**config.mk**
```make
export PLATFORM = sky130hd
export DESIGN_NAME = sweep_stim_capture
export DESIGN_NICKNAME = d
export VERILOG_FILES = /design/src/rtl/sweep_pkg.sv /design/src/rtl/sweep_rec_fifo.sv /design/src/rtl/sweep_stim_capture.sv
export SDC_FILE = /design/constraint.sdc
export NUM_CORES = 1
export LEC_CHECK = 0
export CAP_MARGIN = 5
export CORE_MARGIN = 4
export CORE_UTILIZATION = 35
export CTS_CLUSTER_DIAMETER = 100
export DETAILED_ROUTE_END_ITERATION = 7
export HOLD_SLACK_MARGIN = 0.05
export PLACE_DENSITY_LB_ADDON = 0.05
export SYNTH_ARGS = -nofsm -noshare
export SYNTH_HDL_FRONTEND = slang
export SYNTH_SLANG_ARGS = --single-unit
export TNS_END_PERCENT = 5
```
**constraint.sdc**
```tcl
create_clock -name CK -period 4.6 [get_ports CK]
set_input_delay 0.46 -clock CK [delete_from_list [all_inputs] [get_ports CK]]
set_output_delay 0.46 -clock CK [all_outputs]
set_load 0.05 [all_outputs]
```
**src/rtl/sweep_pkg.sv**
```systemverilog
// -----------------------------------------------------------------------------
// sweep_pkg
//   Shared types for the exhaustive sweep stimulus/capture block.
//   - sweep_state_e : sequencer states (idle, settle wait, capture, drain, done)
//   - sweep_rec_t   : (vector, response, last) record at the default widths.
//                     The sweep top builds the same layout at its own
//                     parameterised widths and hands that type to the FIFO.
// -----------------------------------------------------------------------------
package sweep_pkg;

  typedef enum logic [2:0] {
    ST_IDLE,
    ST_SETTLE,
    ST_CAPTURE,
    ST_DRAIN,
    ST_DONE
  } sweep_state_e;

  localparam int unsigned SWEEP_N_W   = 5;
  localparam int unsigned SWEEP_OUT_W = 1;

  typedef struct packed {
    logic [SWEEP_N_W-1:0]   vec;
    logic [SWEEP_OUT_W-1:0] resp;
    logic                   last;
  } sweep_rec_t;

endpackage

```
**src/rtl/sweep_rec_fifo.sv**
```systemverilog
// -----------------------------------------------------------------------------
// sweep_rec_fifo
//   Synchronous first-word-fall-through FIFO of sweep records.
//   A push while full is accepted when a pop happens in the same cycle.
//   Ports:
//     CK        in   clock, rising edge
//     reset     in   synchronous active-low reset (flushes the FIFO)
//     push      in   write request
//     push_data in   record to write
//     pop       in   read request (ignored when empty)
//     head      out  head record, all-zero when empty
//     full      out  DEPTH entries held
//     empty     out  no entries held
// -----------------------------------------------------------------------------
module sweep_rec_fifo
  import sweep_pkg::*;
#(
  parameter type         rec_t = sweep_rec_t,
  parameter int unsigned DEPTH = 4
) (
  input  logic CK,
  input  logic reset,
  input  logic push,
  input  rec_t push_data,
  input  logic pop,
  output rec_t head,
  output logic full,
  output logic empty
);

  localparam int unsigned AW = $clog2(DEPTH);

  rec_t          mem [DEPTH];
  logic [AW:0]   wr_ptr;
  logic [AW:0]   rd_ptr;
  logic          do_push;
  logic          do_pop;

  // Pointers carry one extra wrap bit so full and empty are distinguishable.
  assign empty   = (wr_ptr == rd_ptr);
  assign full    = (wr_ptr[AW] != rd_ptr[AW]) && (wr_ptr[AW-1:0] == rd_ptr[AW-1:0]);
  assign do_pop  = pop && !empty;
  assign do_push = push && (!full || do_pop);

  // NOTE: sequential state uses non-blocking assignments so every register
  // samples pre-edge values regardless of statement order.
  always_ff @(posedge CK) begin
    if (!reset) begin
      wr_ptr <= '0;
      rd_ptr <= '0;
    end else begin
      if (do_push) wr_ptr <= wr_ptr + 1'b1;
      if (do_pop)  rd_ptr <= rd_ptr + 1'b1;
    end
  end

  // NOTE: the storage array has no reset; validity comes from the pointers,
  // and leaving it unreset lets it map onto plain RAM/flops without reset.
  always_ff @(posedge CK) begin
    if (do_push) mem[wr_ptr[AW-1:0]] <= push_data;
  end

  // Present zeros while empty so the record fields are clean out of reset.
  always_comb begin
    head = '0;
    if (!empty) head = mem[rd_ptr[AW-1:0]];
  end

endmodule

```
**src/rtl/sweep_stim_capture.sv**
```systemverilog
// -----------------------------------------------------------------------------
// sweep_stim_capture
//   Walks an N_W-bit stimulus through 0 .. 2^N_W-1, waits SETTLE cycles after
//   each change, samples the DUT response and queues (vector, response, last)
//   records in a FWFT FIFO with a valid/ready interface.
//   Ports:
//     CK          in   clock, rising edge
//     reset       in   synchronous active-low reset
//     start       in   begin a sweep (only honoured when idle)
//     busy        out  sweep in progress (settle/capture/drain/done)
//     done        out  one-cycle pulse after the final record was accepted
//     stim_o      out  vector applied to the DUT
//     dut_resp_i  in   DUT response
//     rec_valid   out  head record valid
//     rec_ready   in   downstream accepts head record
//     rec_vec     out  head record vector
//     rec_resp    out  head record response
//     rec_last    out  head record is the all-ones vector
//     ones_cnt    out  number of captured responses with bit 0 set
// -----------------------------------------------------------------------------
module sweep_stim_capture
  import sweep_pkg::*;
#(
  parameter int unsigned N_W        = 5,
  parameter int unsigned OUT_W      = 1,
  parameter int unsigned SETTLE     = 1,
  parameter int unsigned FIFO_DEPTH = 4
) (
  input  logic             CK,
  input  logic             reset,
  input  logic             start,
  output logic             busy,
  output logic             done,
  output logic [N_W-1:0]   stim_o,
  input  logic [OUT_W-1:0] dut_resp_i,
  output logic             rec_valid,
  input  logic             rec_ready,
  output logic [N_W-1:0]   rec_vec,
  output logic [OUT_W-1:0] rec_resp,
  output logic             rec_last,
  output logic [N_W:0]     ones_cnt
);

  localparam int unsigned    CNT_W       = (SETTLE > 1) ? $clog2(SETTLE) : 1;
  localparam logic [CNT_W-1:0] SETTLE_LOAD = CNT_W'(SETTLE - 1);

  typedef struct packed {
    logic [N_W-1:0]   vec;
    logic [OUT_W-1:0] resp;
    logic             last;
  } rec_t;

  sweep_state_e     state_q, state_d;
  logic [N_W-1:0]   stim_q, stim_d;
  logic [CNT_W-1:0] cnt_q, cnt_d;
  logic [N_W:0]     ones_q, ones_d;

  logic fifo_full;
  logic fifo_empty;
  logic push;
  logic pop;
  logic can_push;
  logic last_vec;
  rec_t push_rec;
  rec_t head_rec;

  assign rec_valid = !fifo_empty;
  assign pop       = rec_valid && rec_ready;
  // A full FIFO that pops this cycle still has room for the capture.
  assign can_push  = !fifo_full || pop;
  assign last_vec  = &stim_q;
  assign push_rec  = '{vec: stim_q, resp: dut_resp_i, last: last_vec};

  always_ff @(posedge CK) begin
    if (!reset) begin
      state_q <= ST_IDLE;
      stim_q  <= '0;
      cnt_q   <= '0;
      ones_q  <= '0;
    end else begin
      state_q <= state_d;
      stim_q  <= stim_d;
      cnt_q   <= cnt_d;
      ones_q  <= ones_d;
    end
  end

  // NOTE: every output of this block is given a default first, so no path
  // leaves a variable unassigned and no latch is inferred.
  always_comb begin
    state_d = state_q;
    stim_d  = stim_q;
    cnt_d   = cnt_q;
    ones_d  = ones_q;
    push    = 1'b0;
    unique case (state_q)
      ST_IDLE: begin
        if (start) begin
          stim_d  = '0;
          ones_d  = '0;
          cnt_d   = SETTLE_LOAD;
          state_d = ST_SETTLE;
        end
      end
      ST_SETTLE: begin
        // Counter is loaded with SETTLE-1, so this state lasts SETTLE cycles.
        if (cnt_q == '0) state_d = ST_CAPTURE;
        else             cnt_d   = cnt_q - CNT_W'(1);
      end
      ST_CAPTURE: begin
        // Without room the sample is simply retried next cycle.
        if (can_push) begin
          push   = 1'b1;
          ones_d = ones_q + {{N_W{1'b0}}, dut_resp_i[0]};
          if (last_vec) begin
            state_d = ST_DRAIN;
          end else begin
            stim_d  = stim_q + N_W'(1);
            cnt_d   = SETTLE_LOAD;
            state_d = ST_SETTLE;
          end
        end
      end
      ST_DRAIN: begin
        if (fifo_empty) state_d = ST_DONE;
      end
      ST_DONE: begin
        state_d = ST_IDLE;
      end
      default: begin
        state_d = ST_IDLE;
      end
    endcase
  end

  sweep_rec_fifo #(
    .rec_t (rec_t),
    .DEPTH (FIFO_DEPTH)
  ) u_fifo (
    .CK        (CK),
    .reset     (reset),
    .push      (push),
    .push_data (push_rec),
    .pop       (pop),
    .head      (head_rec),
    .full      (fifo_full),
    .empty     (fifo_empty)
  );

  assign busy     = (state_q != ST_IDLE);
  assign done     = (state_q == ST_DONE);
  assign stim_o   = stim_q;
  assign ones_cnt = ones_q;
  assign rec_vec  = head_rec.vec;
  assign rec_resp = head_rec.resp;
  assign rec_last = head_rec.last;

endmodule

```
Word-level counts from Yosys, hierarchy flattened
Memories as Yosys holds them, arrays and structs flattened. A register that Yosys moved wholly into a read port is not among the register bits.
Cells that the tools add are included.
{ "op_classes": {"addsub": 5, "n_eq_ne": 12, "mux": 25, "n_reduce_logical": 17} }
{ "ops": {"columns": ["operator", "count"], "rows": [
  ["$mux W5", 3],
  ["$mux W3", 4],
  ["$mux W6", 2],
  ["$pmux W3 S4", 1],
  ["$pmux W6 S2", 1],
  ["$reduce_and A4 Y1", 3],
  ["$pmux W5 S2", 1],
  ["$mux W1", 8],
  ["$ne A2 B2 Y1 const B", 4],
  ["$mux W7", 1],
  ["$add A3 B1 Y3 const B", 2],
  ["$add A6 B1 Y6", 1],
  ["$eq A3 B2 Y1 const B", 2],
  ["$mux W2", 3],
  ["$reduce_bool A3 Y1", 2],
  ["$add A5 B1 Y5 const B", 1],
  ["$reduce_and A5 Y1", 1],
  ["$logic_and A1 B1 Y1", 4],
  ["$eq A3 B1 Y1 const B", 1],
  ["$eq A3 B3 Y1", 1],
  ["$eq A3 B3 Y1 const B", 1],
  ["$logic_not A3 Y1", 1],
  ["$pmux W1 S3", 1],
  ["$reduce_and A3 Y1", 1],
  ["other kinds (7)", 9]
]} }
{ "totals": {"regBits": 21, "ramBits": 28, "in_bits": 5, "out_inout_bits": 21, "elab_cells": 66, "n_memories": 1} }
{ "memory_table": {"columns": ["name", "words", "width", "read_ports", "rd_ports_with_merged_regs", "write_ports", "line", "text"], "rows": [
  ["u_fifo.mem", 4, 7, 1, 1, 1, "sweep_rec_fifo.sv:33", "rec_t mem [DEPTH];"]
]} }

Depth between registers and ports, before layout
{ "logic_depth": {"word_depth": 9, "mapped_depth": 8, "mapped_depth_nobuf": 7} }

Modules after synthesis
Synthesis repeated with hierarchy kept, for this count alone.
{ "unflattened": {"hier_cells": 187, "hier_area_um2": 2373.5} }
{ "modules_own_cells": {"columns": ["module", "instances", "cells_per_inst", "area_per_inst_um2", "seq_area_each_um2"], "rows": [
  ["sweep_rec_fifo", 1, 97, 1546.5, 1001.0],
  ["sweep_stim_capture", 1, 90, 827.0, 280.3]
]} }

Worst setup path after synthesis
Ideal clock, no wire load.
{ "synth_timing": {"path_kind": "register to output", "startpoint": "register u_fifo.wr_ptr[1]", "endpoint": "output rec_last", "arrival_ns": 1.733, "required_ns": 4.140, "setup_slack_ns": 2.407, "stages_incl_launch_ff": 5, "n_path_buf": 0, "path_cell_list": "dfxtp_1 > xor2_2 > nor3_1 > inv_1 > and2_1"} }
{ "synth_via": {"elab_chain_len": 2} }
{ "synth_lines": {"columns": ["item", "line", "text"], "rows": [
  ["start: declaration", "sweep_rec_fifo.sv:34", "logic [AW:0] wr_ptr;"],
  ["start signal: assignment", "sweep_rec_fifo.sv:52", "if (do_push) wr_ptr <= wr_ptr + 1'b1;"],
  ["$eq A3 B3 Y1", "sweep_rec_fifo.sv:40", "assign empty = (wr_ptr == rd_ptr);"],
  ["$mux W7", "sweep_rec_fifo.sv:66", "if (!empty) head = mem[rd_ptr[AW-1:0]];"],
  ["end: declaration", "sweep_stim_capture.sv:40", "output logic rec_last,"]
]} }
No other way between the ends.

Worst setup path after layout
{ "layout_timing": {"startpoint": "register u_fifo.wr_ptr[1]", "endpoint": "output rec_vec[2]"} }
{ "layout_via": {"elab_chain_len": 2} }
{ "layout_lines": {"columns": ["item", "line", "text"], "rows": [
  ["$eq A3 B3 Y1", "sweep_rec_fifo.sv:40", null],
  ["$mux W7", "sweep_rec_fifo.sv:66", null],
  ["end: declaration", "sweep_stim_capture.sv:38", "output logic [N_W-1:0] rec_vec,"]
]} }
No other way between the ends.

==> results.json <==
{
  "drt-initial-drc-count": 83,
  "ys_ff_latch": 50,
  "post-cts-setup-buffers": 0,
  "antenna_cells": 0,
  "syn_area_um2": 2286,
  "viasPerCell": 5.167,
  "cp-end-kind": "output port",
  "critical_path_buf_inv_count": 2,
  "synth_fa_ha_area_share_pct": 4.926,
  "period_needed_ns": 2.949,
  "place_ws_ns": 1.935,
  "htreeDepth": 2,
  "die-area_um2": 7888,
  "setup_violations": 0,
  "hold_viol_final": 0,
  "grtUsageTotal_pct": 13.05,
  "p_leak_uw": 0.0009135,
  "synth_fp_nets": 190,
  "cts_tree": "yes",
  "setup_tns_ns": 0,
  "power_density_nw_per_um2": 343.1,
  "synthesis.area_per_instance_um2": 12.99,
  "min_path_type": "reg2reg",
  "synth_compound_area_share_pct": 11.38,
  "cts.repair.resized": 0,
  "synth_area_leader_cell": "edfxtp_1",
  "synth_top_family_by_area": "simple AND/OR/NAND/NOR gates",
  "rsz0062_at_grt": "false",
  "path_cells": "xor2_2 > nor3_1 > inv_1 > and2_1 > clkdlybuf4s50_1",
  "path_clk_slew_ns": 0.08,
  "syn_to_final_growth_pct": 18.94,
  "path_max_fanout": 9,
  "initial_utilization_pct": 36.00,
  "synthSimpleGateAreaFrac_pct": 11.44,
  "routedWlPerCell_um": 15.91,
  "route.detailed.drc": 0,
  "port_buffers": 25,
  "postLayoutSetupSlackWorst_ns": 1.651,
  "slew_headroom_pct": 52.42,
  "cp_top_family": "buffers and inverters",
  "yosysMostFrequentCell": "edfxtp_1",
  "skew_ns": 0.005496,
  "yosysSeqAreaShare_pct": 56.05,
  "rows": 29,
  "worstSetupStartpoint": "u_fifo.wr_ptr[1]",
  "antenna_found_initial": 0,
  "async_flop_share_pct": 0,
  "syn_inst": 176,
  "cp_slowest_cell": "clkdlybuf4s50_1",
  "ios": 26,
  "synthTopCellsByCount": "28 x edfxtp_1, 22 x dfxtp_1, 10 x and2_1",
  "vias": 1452,
  "synth_xor_area_share_pct": 3.831,
  "clk_latency_ns": 0.30,
  "synth-edff-count": 28,
  "min_from": "ones_cnt[5]",
  "firstDrtPassIters": 4,
  "cts_buffers": 5,
  "synthFlopType": "edfxtp_1",
  "dpl.hpwl_um": 3279,
  "status": "finished clean",
  "synth_area_leaders": "edfxtp_1 37%, dfxtp_1 19%, mux4_2 6.9%",
  "worst_pin_slew_ns": 0.7111,
  "core-area_um2": 6350,
  "max_cap_violations": 0,
  "fin_crit_sh_pct": 64.12,
  "final_layout_size_suffix_gt1_share_pct": 10.29,
  "synth_cell_types": 42,
  "grt_pass1_wl_um": 7652,
  "r2r_slack_ns": 2.47,
  "grt_pass1_vias": 1459,
  "start_kind": "register",
  "cts-root-buf": "clkbuf_8",
  "die_w_um": 88.82,
  "max_freq_ghz": 0.3391,
  "crit_arrival_ns": 2.49,
  "holdBufCountCts": 0,
  "clockBufferDepth": 2,
  "clock_sinks": 50,
  "synth_mux_area_share_pct": 9.524,
  "fp.dieH_um": 88.82,
  "routed_wl_um": 4471,
  "yosys_warnings": 0,
  "grt-ovfl-total": 0,
  "layout.nets": 217,
  "grt_max_degree": 15,
  "place.gp.congestion": 0.7841,
  "ant_nets": 0,
  "worstSetupPathType": "reg2out",
  "drv_slew": 0,
  "cpPeakStageDelay_ns": 0.80,
  "worstPathRequired_ns": 4.14,
  "reg2reg_from": "u_fifo.wr_ptr[1]",
  "ir_drop_v": 0.0001362,
  "synth_top_area_share_pct": 36.78
}
cell type report:
cell class | instances | area (um^2)
Multi-Input combinational cell | 110 | 939.7
Sequential cell | 50 | 1281
Timing Repair Buffer | 26 | 257.7
Inverter | 10 | 37.54
Fill cell | 587 | 3631
Tap cell | 77 | 96.34
Clock buffer | 7 | 76.32
Clock inverter | 1 | 30.03
state kept, by name, indices dropped and copies added, names as in the netlist, named ones only:
name           flops
u_fifo.wr_ptr      3
u_fifo.mem        28
ones_cnt           6
u_fifo.rd_ptr      3
stim_o             5
state_q            3
worst paths after layout:
| path | end | cells past startpoint |
|---|---|---|
| setup / recovery | rec_vec[2] | 5 |
| hold / removal | ones_cnt[5] | 2 |
| setup reg to reg | u_fifo.mem[0][6] | 4 |
| hold reg to reg | ones_cnt[5] | 2 |
per-stage QoR:
step | hold WS (ns) | total power, uW | utilization [%] | std cells | instance area [um^2]
floorplan | 0.4994 | 601.2 | - | 176 | 2286
global placement | 0.4548 | 644.6 | 41.14 | 273 | 2613
detailed placement | 0.4633 | 647.2 | 41.14 | 273 | 2613
CTS | 0.4815 | 946.6 | 42.82 | 281 | 2719
global route | 0.5060 | 981.0 | 42.82 | 281 | 2719
finish | 0.4768 | 932.8 | 42.82 | 281 | 2719
where the power goes:
group          total, uW  internal (uW)  switching, uW
clock network        299            163            136
logic                139           52.2           87.0
registers            495            478           16.5
worst reg2reg max path: cells and delay by family (launching register included):
kind            cells  cell delay, ns
compound gates      1            0.69
xor+xnor            1            0.17
flops               1            0.45
simple gates        2            0.52
layout by cell type, fill, tap and decap left out, types with 7 or more instances in the layout:
cell,n
ha_1,9
nor2_1,9
a21oi_1,8
dfxtp_1,22
nand2_1,8
inv_1,9
mux4_2,7
clkdlybuf4s50_1,25
edfxtp_1,28
and2_1,10
layer usage:
layer  track usage [%]  part of all wire [%]  vias to the layer above  wire length, um
li1                  -                     -                      710                -
met5                 0                     0                        -                0
met2             21.26                    48                       25             2158
met3             3.166                   3.7                        5              166
met4             4.533                   1.3                        0               58
met1             16.95                    47                      712             2087
kinds of logic after synthesis:
kind of cell / after synthesis
flops: 50
simple gates: 49
compound gates: 32
buf+inv: 16
mux: 13
fa+ha+maj: 9
xor+xnor: 7
Power figures use the tool's default switching activity.
